$ cat src/rtl/svnet_pkg.sv
// Shared helpers for the svnet pooling/unpooling blocks: index sizing and a
// signed compare used by both the pooling tree and the unpooler.
package svnet_pkg;

    // Compare width; lane data is sign-extended to this before comparing.
    localparam int unsigned SVNET_CMP_W = 64;

    function automatic int unsigned svnet_idx_width(input int unsigned count);
        return (count == 1) ? 1 : $clog2(count);
    endfunction

    // Strictly greater, so a scan from lane 0 keeps the lowest index on ties.
    function automatic logic svnet_signed_gt(input logic signed [SVNET_CMP_W-1:0] a,
                                             input logic signed [SVNET_CMP_W-1:0] b);
        return a > b;
    endfunction

endpackage

$ cat src/rtl/svnet_index_fifo.sv
// Small synchronous FIFO holding argmax lane indices between the forward
// (push) and backward (pop) sides; head is read combinationally.
module svnet_index_fifo #(
    parameter int unsigned DEPTH = 4,
    parameter int unsigned IDX_W = 2
) (
    input  logic                       clk,
    input  logic                       rst,
    input  logic                       i_push,
    input  logic [IDX_W-1:0]           i_push_idx,
    input  logic                       i_pop,
    output logic [IDX_W-1:0]           o_head,
    output logic [$clog2(DEPTH+1)-1:0] o_level
);

    localparam int unsigned PtrW = $clog2(DEPTH);
    localparam int unsigned LvlW = $clog2(DEPTH + 1);

    logic [IDX_W-1:0] r_mem [DEPTH];
    logic [PtrW-1:0]  r_wr_ptr;
    logic [PtrW-1:0]  r_rd_ptr;
    logic [LvlW-1:0]  r_level;

    // DEPTH is a power of two, so pointers wrap naturally.
    always_ff @(posedge clk) begin
        if (rst) begin
            r_wr_ptr <= '0;
            r_rd_ptr <= '0;
            r_level  <= '0;
        end else begin
            if (i_push) r_wr_ptr <= r_wr_ptr + 1'b1;
            if (i_pop)  r_rd_ptr <= r_rd_ptr + 1'b1;
            case ({i_push, i_pop})
                2'b10:   r_level <= r_level + 1'b1;
                2'b01:   r_level <= r_level - 1'b1;
                default: r_level <= r_level;
            endcase
        end
    end

    always_ff @(posedge clk) begin
        if (i_push) r_mem[r_wr_ptr] <= i_push_idx;
    end

    always_ff @(posedge clk) begin
        if (!rst) begin
            assert (!(i_push && r_level == LvlW'(DEPTH)))
                else $error("svnet_index_fifo: push while full");
            assert (!(i_pop && r_level == '0))
                else $error("svnet_index_fifo: pop while empty");
        end
    end

    assign o_head  = r_mem[r_rd_ptr];
    assign o_level = r_level;

endmodule

$ cat src/rtl/svnet_max_unpool.sv
// Max-pool forward path that records argmax lanes, plus the backward path that
// scatters each gradient value back onto its recorded lane.
module svnet_max_unpool
    import svnet_pkg::*;
#(
    parameter int unsigned WIDTH = 8,
    parameter int unsigned COUNT = 4,
    parameter int unsigned DEPTH = 4
) (
    input  logic                         clk,
    input  logic                         rst,
    input  logic                         i_fwd_valid,
    input  logic [COUNT-1:0][WIDTH-1:0]  i_fwd_data,
    output logic                         o_fwd_ready,
    output logic                         o_max_valid,
    output logic [WIDTH-1:0]             o_max_data,
    input  logic                         i_bwd_valid,
    input  logic [WIDTH-1:0]             i_bwd_data,
    output logic                         o_bwd_ready,
    output logic                         o_bwd_valid,
    output logic [COUNT-1:0][WIDTH-1:0]  o_bwd_data,
    output logic [$clog2(DEPTH+1)-1:0]   o_level
);

    localparam int unsigned IdxW = svnet_idx_width(COUNT);
    localparam int unsigned LvlW = $clog2(DEPTH + 1);

    logic                        r_s1_valid;
    logic [COUNT-1:0][WIDTH-1:0] r_s1_data;
    logic                        r_max_valid;
    logic [WIDTH-1:0]            r_max_data;
    logic                        r_bwd_valid;
    logic [COUNT-1:0][WIDTH-1:0] r_bwd_data;

    logic                        w_fwd_fire;
    logic                        w_bwd_fire;
    logic [IdxW-1:0]             w_head;
    logic [IdxW-1:0]             w_best_idx;
    logic [WIDTH-1:0]            w_best;
    logic [LvlW-1:0]             w_level;
    logic [LvlW:0]               w_occupancy;
    logic [COUNT-1:0][WIDTH-1:0] w_scatter;

    // A pop on the same edge is not credited, so ready is conservative.
    assign w_occupancy = {1'b0, w_level} + (LvlW + 1)'(r_s1_valid);
    assign o_fwd_ready = w_occupancy < (LvlW + 1)'(DEPTH);
    assign o_bwd_ready = (w_level != '0);
    assign w_fwd_fire  = i_fwd_valid && o_fwd_ready;
    assign w_bwd_fire  = i_bwd_valid && o_bwd_ready;

    always_comb begin
        w_best     = r_s1_data[0];
        w_best_idx = '0;
        for (int i = 1; i < int'(COUNT); i++) begin
            if (svnet_signed_gt(SVNET_CMP_W'($signed(r_s1_data[i])),
                                SVNET_CMP_W'($signed(w_best)))) begin
                w_best     = r_s1_data[i];
                w_best_idx = IdxW'(i);
            end
        end
    end

    always_comb begin
        w_scatter         = '0;
        w_scatter[w_head] = i_bwd_data;
    end

    svnet_index_fifo #(
        .DEPTH (DEPTH),
        .IDX_W (IdxW)
    ) u_index_fifo (
        .clk        (clk),
        .rst        (rst),
        .i_push     (r_s1_valid),
        .i_push_idx (w_best_idx),
        .i_pop      (w_bwd_fire),
        .o_head     (w_head),
        .o_level    (w_level)
    );

    always_ff @(posedge clk) begin
        if (rst) begin
            r_s1_valid  <= 1'b0;
            r_s1_data   <= '0;
            r_max_valid <= 1'b0;
            r_max_data  <= '0;
            r_bwd_valid <= 1'b0;
            r_bwd_data  <= '0;
        end else begin
            r_s1_valid  <= w_fwd_fire;
            r_max_valid <= r_s1_valid;
            r_bwd_valid <= w_bwd_fire;
            if (w_fwd_fire) r_s1_data  <= i_fwd_data;
            if (r_s1_valid) r_max_data <= w_best;
            if (w_bwd_fire) r_bwd_data <= w_scatter;
        end
    end

    assign o_max_valid = r_max_valid;
    assign o_max_data  = r_max_data;
    assign o_bwd_valid = r_bwd_valid;
    assign o_bwd_data  = r_bwd_data;
    assign o_level     = w_level;

endmodule

$ cat config.mk
export PLATFORM = sky130hd
export DESIGN_NAME = svnet_max_unpool
export DESIGN_NICKNAME = d
export VERILOG_FILES = /design/src/rtl/svnet_pkg.sv /design/src/rtl/svnet_index_fifo.sv /design/src/rtl/svnet_max_unpool.sv
export SDC_FILE = /design/constraint.sdc
export NUM_CORES = 1
export LEC_CHECK = 0
export CORE_MARGIN = 8
export CORE_UTILIZATION = 50
export DETAILED_ROUTE_END_ITERATION = 8
export PLACE_DENSITY = 0.88
export SYNTH_ARGS = -nofsm -noshare
export SYNTH_HDL_FRONTEND = slang
export SYNTH_SLANG_ARGS = --single-unit
$ cat constraint.sdc
create_clock -name clk -period 10.6 [get_ports clk]
set_input_delay 1.59 -clock clk [delete_from_list [all_inputs] [get_ports clk]]
set_output_delay 1.59 -clock clk [all_outputs]
set_load 0.005 [all_outputs]
==> run_results.csv, run 1 <==
group,metric,value,unit
die,io_pins,91,
logic_synthesis,synth-seq-cells,92,
layout,fin_util,0.650,
layout,fillers,651,
run,maxCapViolations,0,
die,die-area,0.0115,mm2
worst_setup_path,critPathKind,"flop to flop",
die,initial_core_util,0.510,
logic_synthesis,yosysMostFrequentCell,"dfxtp_1",
worst_setup_path,start_kind,"flop",
sta,final-setup-viol-count,0,
logic_synthesis,yosysUniqueCellTypes,42,
layout,layout-drive-gt1-share,0.0564,
worst_setup_path,critPathMaxFanout,10,
grt,antenna_found_initial,0,
logic_synthesis,synth_cells,466,
clock_tree,htreeDepth,3,
detailed_routing,drc,0,
clock_tree,worstSkewPairLatency,0.36,ns
place,dp.cells,639,
worst_setup_path,required,10.89,ns
logic_synthesis,synthFlopType,"dfxtp_1",
power,ir_drop,0.0000949,V
die,fp.dieH,107,um
logic_synthesis,synth_area,0.00415,mm2
logic_synthesis,syn_avg_cell_area,8.90,um2
grt,grt_max_degree,78,
sta,worstMarginPinSlew,1.11,ns
detailed_routing,ant_nets,0,
grt,grt_pass1_wl,17300,um
die,core_area,0.00813,mm2
clock_tree,cts_buffer_depth,2,
power,p_leak,0.00204,uW
clock_tree,postCtsSetupBuffers,0,
detailed_routing,drt_wl_total,10500,um
clock_tree,cts_buffers,9,
place,place.gp.congestion,0.842,
detailed_routing,vias,3592,
grt,grt-ovfl-total,0,
sta,timing_hold_violations_final,0,
layout,antenna_cells,0,
sta,final.setup.tns,0,ns
die,die_w,107,um
die,row_count,33,
layout,nets,617,
clock_tree,clk_pin_slew,0.10,ns
clock_tree,cts_hold_buf,0,
detailed_routing,drt_iter0_drc,119,
logic_synthesis,synth_top_area_frac,0.406,
min_path,worstHoldPathType,"flop to flop",
logic_synthesis,synth-edff-count,8,
sta,clock_skew,0.00944,ns
sta,max_freq,152,MHz
layout,syn_to_final_growth,27.5,%
place,hpwl,7910,um
logic_synthesis,synthArstFlopShare,0,
run_status,status,"completed",
grt,grt_pass1_vias,3633,
worst_setup_path,crit_arrival,6.88,ns
grt,track_usage,0.184,
logic_synthesis,yosys_warnings,0,
worst_setup_path,end_kind,"flop",
logic_synthesis,synth_nets,538,
sta,period_needed,6.59,ns
place,io_buffers,90,
sta,slew_viol_final,0,
detailed_routing,wire_per_inst,16.1,um
logic_synthesis,synth_area_leaders,"dfxtp_1 41%, ha_1 8.1%, a22oi_1 7.4%, nand2_1 6.9%, edfxtp_1 5.8%",
logic_synthesis,seq_area_frac_synth,0.463,
sta,period_share,0.622,
logic_synthesis,yosys-top-cells-count,"84 x dfxtp_1, 76 x nand2_1, 53 x nor2_1, 41 x a22oi_1, 40 x a21oi_1",
clock_tree,cts_resized,0,
power,pwr_density_cell,206,mW/mm2
logic_synthesis,synth_top_cell_by_area,"dfxtp_1",
detailed_routing,viasPerCell,5.48,
sta,rsz0062_at_grt,"no",
layout,stdcell_count,655,
clock_tree,clockRootBuffer,"clkbuf_8",
sta,max-slew-margin-rel,0.261,
clock_tree,clock-sinks,92,
clock_tree,cts_tree,"done",
detailed_routing,first_pass_iters,5,
cells in the final DEF, fill, tap and decap left out, types with 6 or more instances in the layout:
cell type,count
clkdlybuf4s50_1,89
dfxtp_1,84
nand2_1,76
nor2_1,53
a22oi_1,41
a21oi_1,40
ha_1,27
inv_1,26
o21ai_0,9
mux2i_1,9
and3_1,9
clkbuf_8,9
and2_1,8
edfxtp_1,8
o21ai_1,7
mux2_2,6
cell families (layout without fill, tap and decap cells):
logic type	count (synthesis)	in the layout	share of synthesized area
and+or+nand+nor	162	162	0.167
AOI/OAI and AO/OA	112	112	0.177
DFF	92	92	0.463
buffers and inverters	49	133	0.0444
adders and majority gates	29	29	0.0890
muxes	17	17	0.0489
xor gates and xnor gates	5	5	0.0106
worst paths after layout:
| path | from | end | slack (ns) | depth (start not counted) |
|---|---|---|---|---|
| hold / removal | r_s1_data[7] | r_s1_data[7] | 0.47 | 2 |
| hold reg to reg | r_s1_data[7] | r_s1_data[7] | 0.47 | 2 |
| setup / recovery | r_s1_data[1] | o_max_data[1] | 4.01 | 24 |
| setup reg to reg | r_s1_data[1] | o_max_data[1] | 4.01 | 24 |
metal layers:
metal	part of all wire	GRT usage	vias to the layer above	routed length, um
met5	0	0	-	0
met1	0.42	0.206	1687	4380
li1	-	-	1773	-
met2	0.50	0.327	119	5300
met4	0.011	0.0573	0	114
met3	0.071	0.0540	13	746
area by class of cell:
type	count	area (um2)	share of cell area
sequential	92	1920	0.364
tap	105	131	0.0249
inverter	26	97.6	0.0185
clock inverter	7	66.3	0.0125
clock buffer	9	124	0.0234
multi-input combinational	325	2040	0.386
timing repair buffer	91	903	0.171
stage by stage:
step           total power [uW]  area, um2  hold WS [ns]  setup slack, ns
6_report                   1090       5290         0.473             4.01
5_1_grt                    1160       5290         0.495             3.46
4_1_cts                    1090       5290         0.475             3.97
3_5_place_dp                866       5090         0.460             4.11
3_3_place_gp                850       5090         0.447             4.39
2_1_floorplan               726       4150         0.436             5.06
sequential cells by signal, summed over array words and instances, names as in the netlist, named ones only:
register and flops:
o_bwd_data 32, o_bwd_valid 1, o_max_data 8, o_max_valid 1, r_s1_data 32, r_s1_valid 1
u_index_fifo.o_level 3, u_index_fifo.r_mem 8, u_index_fifo.r_rd_ptr 2, u_index_fifo.r_wr_ptr 2
critical path, cell delays in order, from the launching register on:
cell       delay, ns
dfxtp_1         0.41
inv_1           0.06
ha_1            0.30
nand2b_1        0.07
a21oi_2         0.19
o21ai_0         0.15
a21oi_1         0.71
mux2i_1         0.37
ha_1            0.30
and4_1          0.19
a2111oi_0       0.40
a22oi_1         0.14
o21ai_0         0.19
nor2_1          0.09
a211oi_4        0.51
mux2_2          0.43
ha_1            0.30
o21a_1          0.10
o21ai_0         0.07
a21oi_1         0.15
o32a_1          0.16
a21oi_1         0.11
nor3_1          0.76
a22oi_1         0.22
o21ai_1         0.14
report_power, final:
| group | switching, uW | leakage [uW] | total, uW | internal [uW] |
|---|---|---|---|---|
| Clock | 136 | 0.000100 | 228 | 92.0 |
| Sequential | 32.1 | 0.000756 | 435 | 403 |
| Combinational | 241 | 0.00118 | 428 | 187 |
| Total | 409 | 0.00204 | 1090 | 682 |
Note: power is estimated with default switching activity, not from simulation.
==> run 2: changes to the inputs <==
- clock period: 10.6 -> 6.67 ns (I/O delays scaled with it)
==> run 2 against run 1 <==
Core utilization grew 0.26 points. Final area up 0.40%. Register-to-register slack got worse by 3.5 ns. Sequential power is 59% higher. Clock skew increased by 0.0044 ns. Critical path depth up 1. Hold slack lost 0.0044 ns. Sequential share of layout area decreased by 0.15 points. Worst setup slack got worse by 3.5 ns. Maximum frequency is 6.6% higher. Cell count grew 0.15%. Die area stayed put. Largest power group unchanged.
==> run_results.csv, run 2 (same netlist as run 1, synthesis figures left out) <==
group,metric,value,unit
run_status,status,"completed",
worst_setup_path,crit-reg2reg-launch,"r_s1_data[1]",
worst_setup_path,r2r_slack,0.49,ns
sta,period_needed,6.18,ns
grt,grt_max_degree,78,
die,initial_core_util,0.510,
sta,period_share,0.927,
layout,antenna_cells,0,
place,placed_area,0.00510,mm2
worst_setup_path,critPathKind,"flop to flop",
clock_tree,clk_pin_slew,0.09,ns
die,core_area,0.00813,mm2
clock_tree,cts_buffer_depth,2,
power,ir_drop,0.000154,V
sta,max_freq,162,MHz
layout,final_area,0.00531,mm2
detailed_routing,drc,0,
grt,grt_pass1_vias,3524,
die,die_w,107,um
grt,grt-ovfl-total,0,
clock_tree,postCtsSetupBuffers,0,
grt,track_usage,0.180,
sta,worstMarginPinSlew,1.13,ns
die,io_pins,91,
sta,max-slew-margin-rel,0.245,
sta,final.setup.tns,0,ns
worst_setup_path,path_delay_family,"compound AO/OA/AOI/OAI gates",
sta,timing_hold_violations_final,0,
sta,clock_skew,0.0138,ns
worst_setup_path,start_kind,"flop",
sta,rsz0062_at_grt,"no",
clock_tree,cts_tree,"done",
worst_setup_path,required,6.95,ns
layout,nets,618,
die,fp.dieH,107,um
clock_tree,htreeDepth,3,
clock_tree,clock-sinks,92,
detailed_routing,drt_iter0_drc,204,
worst_setup_path,slowest_stage,"nor3_1",
layout,layout_common_cells,"89 x clkdlybuf4s50_1, 84 x dfxtp_1, 76 x nand2_1",
place,place.gp.congestion,0.829,
clock_tree,clockRootBuffer,"clkbuf_8",
worst_setup_path,ff2ff_path_depth,25,
power,pwr_density_cell,331,mW/mm2
worst_setup_path,crit_arrival,6.47,ns
die,die-area,0.0115,mm2
die,row_count,33,
layout,syn_to_final_growth,28.0,%
detailed_routing,viasPerCell,5.47,
worst_setup_path,crit_path_max_incr_delay,0.78,ns
min_path,min_path_cells,2,
place,io_buffers,90,
min_path,worstHoldPathType,"flop to flop",
grt,grt_pass1_wl,16900,um
place,hpwl,7810,um
worst_setup_path,timing.rr.end,"o_max_data[6]",
detailed_routing,wire_per_inst,15.8,um
worst_setup_path,end_kind,"flop",
clock_tree,cts_buffers,9,
clock_tree,cts_hold_buf,0,
sta,slew_viol_final,0,
sta,final-setup-viol-count,0,
layout,fillers,646,
detailed_routing,ant_nets,0,
run,maxCapViolations,0,
layout,multi_input_area,0.00204,mm2
clock_tree,worstSkewPairLatency,0.36,ns
detailed_routing,first_pass_iters,7,
detailed_routing,vias,3588,
layout,layout-drive-gt1-share,0.0563,
place,dp.cells,640,
min_path,min_to,"r_s1_data[2]",
detailed_routing,drt_wl_total,10400,um
layout,layout_commonest_cell,"clkdlybuf4s50_1",
clock_tree,cts_resized,0,
worst_setup_path,critPathMaxFanout,10,
layout,area.sequential,0.00192,mm2
worst_setup_path,path_depth,25,
worst_setup_path,worstPathBufferInverterCount,2,
power,p_leak,0.00205,uW
min_path,hold_start,"r_s1_data[2]",
grt,antenna_found_initial,0,
layout,stdcell_count,656,
-- run 2: power by group --
group / leakage, uW / internal (uW) / switching, uW
Clock: 0.000104 / 181 / 205
Combinational: 0.00119 / 301 / 380
Sequential: 0.000756 / 640 / 52.1
-- run 2: tightest hold or removal path, cell delays in order, from the launching register on --
cell,delay [ns]
dfxtp_1,0.32
nand2_1,0.05
a21oi_1,0.05
-- run 2: metrics by stage --
step / setup WS, ns / util / total power (uW) / hold slack [ns]
6_report: 0.487 / 0.652 / 1760 / 0.469
5_1_grt: 0.0473 / 0.652 / 1870 / 0.489
4_1_cts: 0.560 / 0.652 / 1770 / 0.472
3_5_place_dp: 0.588 / 0.627 / 1380 / 0.457
3_3_place_gp: 0.832 / 0.627 / 1350 / 0.447
2_1_floorplan: 1.13 / - / 1150 / 0.436
-- run 2: metal layers --
layer	routed length, um	GRT usage	vias to the layer above
li1	-	-	1780
met1	4320	0.209	1677
met2	5240	0.315	120
met3	696	0.0462	11
met4	117	0.0553	0
met5	0	0	-
-- run 2: worst max path at each step --
stage	to	slack [ns]	startpoint
detailed placement	o_max_data[3]	0.59	r_s1_data[1]
floorplan	o_max_data[0]	1.13	r_s1_data[1]
CTS	o_max_data[4]	0.56	r_s1_data[1]
global placement	o_max_data[5]	0.83	r_s1_data[1]
global route	o_max_data[6]	0.05	r_s1_data[1]
finish	o_max_data[6]	0.49	r_s1_data[1]
-- run 2: area by class of cell --
class | instances | share of cell area
repair buffers | 92 | 0.172
multi-input cells | 325 | 0.385
well taps | 105 | 0.0248
clock inverters | 6 | 0.0144
inverters | 26 | 0.0184
clock buffers | 10 | 0.0241
flip-flops and latches | 92 | 0.362
